--- src/rtl/seq_register_scoreboard.sv ---
// Register scoreboard: per-register outstanding-write counters with a RUN/STALL/DRAIN issue gate.
// Optional macro SCOREBOARD_WB_BYPASS_EN: a source whose final pending write lands this cycle is forwarded, not stalled.
module seq_register_scoreboard #(
  parameter int REG_COUNT = 8,
  parameter int CNT_WIDTH = 2
) (
  input  logic        i_clk,
  input  logic        i_rst,
  input  logic        i_issue_valid,
  input  logic        i_issue_has_dest,
  input  logic [2:0]  i_issue_dest,
  input  logic        i_src1_valid,
  input  logic        i_src2_valid,
  input  logic [2:0]  i_src1,
  input  logic [2:0]  i_src2,
  input  logic        i_wb_valid,
  input  logic [2:0]  i_wb_dest,
  input  logic        i_flush,
  output logic        o_stall,
  output logic        o_busy,
  output logic        o_error,
  output logic [15:0] o_stall_cycles
);

  typedef enum logic [1:0] {RUN, STALL, DRAIN} state_t;

  localparam logic [CNT_WIDTH-1:0] CNT_ONE = CNT_WIDTH'(1);
  localparam logic [CNT_WIDTH-1:0] CNT_MAX = '1;

  state_t               state_reg;
  logic [CNT_WIDTH-1:0] pending_reg  [REG_COUNT];
  logic [CNT_WIDTH-1:0] pending_next [REG_COUNT];
  logic [REG_COUNT-1:0] zero_next;
  logic                 error_reg;
  logic [15:0]          stall_cycles_reg;

  logic src1_fwd, src2_fwd;
  logic src1_hazard, src2_hazard, dest_hazard;
  logic hazard, issue_hazard, accept, wb_orphan;

`ifdef SCOREBOARD_WB_BYPASS_EN
  assign src1_fwd = i_wb_valid && (i_wb_dest == i_src1) && (pending_reg[i_src1] == CNT_ONE);
  assign src2_fwd = i_wb_valid && (i_wb_dest == i_src2) && (pending_reg[i_src2] == CNT_ONE);
`else
  assign src1_fwd = 1'b0;
  assign src2_fwd = 1'b0;
`endif

  assign src1_hazard  = i_src1_valid && (pending_reg[i_src1] != '0) && !src1_fwd;
  assign src2_hazard  = i_src2_valid && (pending_reg[i_src2] != '0) && !src2_fwd;
  // A saturated counter cannot absorb another outstanding write.
  assign dest_hazard  = i_issue_has_dest && (pending_reg[i_issue_dest] == CNT_MAX);
  assign hazard       = src1_hazard || src2_hazard || dest_hazard;
  assign issue_hazard = i_issue_valid && hazard;

  assign o_stall = (state_reg == DRAIN) || issue_hazard;
  assign accept  = i_issue_valid && !o_stall && !i_flush;
  assign wb_orphan = i_wb_valid && (pending_reg[i_wb_dest] == '0);

  genvar gi;
  generate
    for (gi = 0; gi < REG_COUNT; gi++) begin : g_cnt
      logic inc, dec;
      assign inc = accept && i_issue_has_dest && (i_issue_dest == 3'(gi));
      assign dec = i_wb_valid && (i_wb_dest == 3'(gi)) && (pending_reg[gi] != '0);
      // Simultaneous issue and writeback to the same register cancel out.
      assign pending_next[gi] = (inc && !dec) ? pending_reg[gi] + CNT_ONE :
                                (dec && !inc) ? pending_reg[gi] - CNT_ONE :
                                                pending_reg[gi];
      assign zero_next[gi] = (pending_next[gi] == '0);
    end
  endgenerate

  always_ff @(posedge i_clk) begin
    if (i_rst) begin
      state_reg        <= RUN;
      error_reg        <= 1'b0;
      stall_cycles_reg <= '0;
      for (int r = 0; r < REG_COUNT; r++) pending_reg[r] <= '0;
    end else begin
      for (int r = 0; r < REG_COUNT; r++) pending_reg[r] <= pending_next[r];
      if (wb_orphan) error_reg <= 1'b1;
      if ((state_reg != DRAIN) && o_stall && (stall_cycles_reg != 16'hFFFF))
        stall_cycles_reg <= stall_cycles_reg + 16'd1;
      case (state_reg)
        RUN: begin
          if (i_flush)           state_reg <= DRAIN;
          else if (issue_hazard) state_reg <= STALL;
        end
        STALL: begin
          if (i_flush)            state_reg <= DRAIN;
          else if (!issue_hazard) state_reg <= RUN;
        end
        // Leave once every in-flight write has landed, counting this edge's writeback.
        DRAIN: begin
          if (&zero_next) state_reg <= RUN;
        end
        default: state_reg <= RUN;
      endcase
    end
  end

  assign o_busy         = (state_reg == DRAIN);
  assign o_error        = error_reg;
  assign o_stall_cycles = stall_cycles_reg;

endmodule

--- config.mk ---
export PLATFORM = sky130hd
export DESIGN_NAME = seq_register_scoreboard
export DESIGN_NICKNAME = d
export VERILOG_FILES = /design/src/rtl/seq_register_scoreboard.sv
export SDC_FILE = /design/constraint.sdc
export NUM_CORES = 1
export LEC_CHECK = 0
export CELL_PAD_IN_SITES_DETAIL_PLACEMENT = 1
export CELL_PAD_IN_SITES_GLOBAL_PLACEMENT = 1
export CORE_MARGIN = 2
export CORE_UTILIZATION = 47
export DETAILED_ROUTE_END_ITERATION = 8
export DONT_BUFFER_PORTS = 1
export PLACE_DENSITY = 0.8
export SYNTH_ARGS = -nofsm -noshare
export SYNTH_HDL_FRONTEND = slang
export SYNTH_SLANG_ARGS = --single-unit
export TNS_END_PERCENT = 30
--- constraint.sdc ---
create_clock -name i_clk -period 4 [get_ports i_clk]
set_clock_uncertainty 0.15 [all_clocks]
set_input_delay 0.8 -clock i_clk [delete_from_list [all_inputs] [get_ports i_clk]]
set_output_delay 0.8 -clock i_clk [all_outputs]
set_load 0.01 [all_outputs]
==> results by group <==
Outcome
  – Status: complete, no violations

Timing
  – Final period utilization: around four fifths
  – Minimum clock period: 3.20 ns
  – Worst slew pin tran: 0.705 ns
  – Hold Vio Cnt, Final: 0
  – Final setup vio count: 0
  – Slew headroom: between 50 and 60%
  – Slew Limit Fails: 0
  – RSZ-0062 raised after global routing: false
  – Final TNS setup: 0 ns
  – Max Fclk: around 310 MHz

Global routing
  – Largest net degree at the start of global routing: 36
  – Grt total ovfl: 0
  – Gr usage total: 25.9%
  – Initial antenna violation count: 0
  – First-pass GRT wire length: 12800 um
  – Vias in the first global route: approximately 2600

Job
  – Max-Cap Viols: 0

Synthesis
  – Library cells used by synthesis: 62
  – Synthesized Nets: ~370
  – Top cell type's share of synthesized area: 26.7%
  – Sequential fraction of the synthesis area: 26.7%
  – Avg Cell Area, Syn: 7.78 sq um
  – Synth Instances: 338
  – Post-synth EDFFs: 0
  – Most frequent cells after synthesis: dfxtp_1, nor2_1, inv_1, nand2_1, nor3_1
  – Top-count cell post-synth: dfxtp_1
  – Dominant cell type by area after synthesis: dfxtp_1
  – Mapped Area: 2630 sq um
  – Synthesis warning total: 0
  – #FFs+latches synth: 35
  – Synth top area cells: dfxtp_1, nor2_1, xnor2_1, xor2_1, ha_1
  – Synth async-reset ratio: 0%
  – Ys flop type: dfxtp_1

Clocking
  – # hold bufs at CTS: 0
  – CTS root buffer: clkbuf_8
  – TritonCTS clock tree: yes
  – TritonCTS buffer count: 5
  – Post CTS Setup Buffer Count: 0
  – Htree depth: 2
  – CTS max path bufs: 2
  – Skew-Pair Late Insertion Delay: ~0.29 ns
  – Post-CTS Resized: 0
  – Clock sink count: 35
  – CTS clk-pin slew, worst paths: 0.07 ns

Worst setup path
  – Setup CP Type: input port to flop
  – Reg2Reg Depth: 8
  – Crit Reg-Reg Endpoint: state_reg[1]
  – Worst EP required: 4.02 ns
  – Startpoint types: input port
  – Critical path endpoint category: flop
  – Critical path arrival: roughly 3.2 ns
  – Crit path capture: state_reg[1]
  – Flop2flop setup slack: between 0.8 and 0.9 ns
  – Worst-path maximum fanout: 8
  – Crit path launch: i_src2[1]
  – Reg2reg start: pending_reg[4][0]

Die
  – Core area: 5440 sq um
  – Initial core utilization: 48.3%
  – Die area: 6210 sq um
  – Chip height: 78.8 um
  – IO Count: 39
  – Site Rows: 27
  – Die width: 78.8 um

Cells and area
  – Final Cell Area: 2790 sq um
  – Synth-to-Final Area Change: 6.19%
  – Fill count: 692
  – Core Util, Final: between 50% and 60%
  – Multi-input logic area: 1780 sq um
  – Inserted Diodes: 0
  – FF/Latch Area: 701 sq um
  – Layout cells sized above 1: 5.04%
  – Final net count: ~370

Power and ir drop
  – Total power: 827 uW
  – Worst vdd ir: 0.213 mV
  – Leakage: 0.992 nW
  – Power Dens Cells: 296 nW/um^2

Detailed routing
  – 1st-iter DRT viols: 89
  – Vias/cell: between 6 and 7
  – Post-route ant nets: 0
  – Pre-antenna DRT Iters: 4
  – Routed length per placed instance: roughly 19 um
  – Via Count: roughly 2500
  – Total Wirelength: 7830 um
  – Drc violations: 0

Placement
  – Placement-stage cell area: 2680 sq um
  – Dpl hpwl: approximately 6000 um
  – PortBufs: 0
  – Placer congestion estimate: 0.802

Hold path
  – Hold/Removal Path Class: flop to flop
-- worst max-delay path: stages --
cell	delay [ns]
or3b_1	0.33
a21oi_1	0.18
a2bb2oi_1	0.60
nand4_1	0.34
maj3_1	0.41
a22oi_1	0.19
nor4b_2	0.26
a31oi_1	0.11
-- per-layer routing --
metal | global-route usage [%] | share of wire, % | wire [um] | up-vias
li1 | - | - | - | 1230
met1 | 32.7 | 45 | 3510 | 1243
met2 | 45.5 | 49 | 3850 | 66
met4 | 6.14 | 0.80 | 63 | 0
met5 | 0 | 0 | 0 | -
met3 | 5.00 | 5.2 | 410 | 6
-- cell usage in the layout (no fill, tap or decap), types with 6 or more instances in the layout --
master     n
nand4_1    6
ha_1       9
nor2_1    34
nand2b_1   7
or3_1      7
xnor2_1   13
dfxtp_1   35
and3_1     8
o21ai_0    9
a21oi_1   13
nor3_1    18
xor2_1    13
nand3_1   16
inv_1     27
nand2_1   26
-- layout make-up --
cell class / count / area share (%)
multi-input combinational: 266 / 63.7
sequential: 35 / 25.1
inverter: 27 / 3.63
tap: 72 / 3.23
clock buffer: 5 / 2.47
clock inverter: 3 / 1.57
timing repair buffer: 1 / 0.269
-- worst min path at each step --
stage                             from      endpoint  slack (ns)  depth (start not counted)
after global placement    state_reg[1]  state_reg[0]        0.31                          1
after global routing      state_reg[1]  state_reg[0]        0.35                          1
final                     state_reg[1]  state_reg[0]        0.34                          1
after floorplan           state_reg[1]  state_reg[0]        0.26                          1
after CTS                 state_reg[1]  state_reg[0]        0.33                          1
after detailed placement  state_reg[1]  state_reg[0]        0.31                          1
-- logic make-up after synthesis --
| logic type | count (synthesis) | synth area share [%] |
|---|---|---|
| fa+ha+maj | 14 | 6.19 |
| compound gates | 65 | 18.6 |
| flops | 35 | 26.7 |
| buf+inv | 37 | 5.66 |
| xor+xnor | 26 | 8.66 |
| mux | 5 | 2.38 |
| simple gates | 156 | 31.8 |
-- power breakdown --
group          switching (mW)  total (mW)  internal (mW)  leakage, nW
clock network           0.139       0.324          0.186       0.0581
registers              0.0143       0.374          0.359        0.283
logic                  0.0772       0.129         0.0521        0.652
total                   0.230       0.827          0.597        0.992
-- metrics by stage --
step	setup slack, ns	cells	hold slack, ns
3_5_place_dp	0.574	401	0.313
6_report	0.803	409	0.338
2_1_floorplan	0.650	338	0.263
4_1_cts	0.832	409	0.330
5_1_grt	0.606	409	0.347
3_3_place_gp	0.709	401	0.314
No activity file was read; power rests on OpenSTA's default activity.
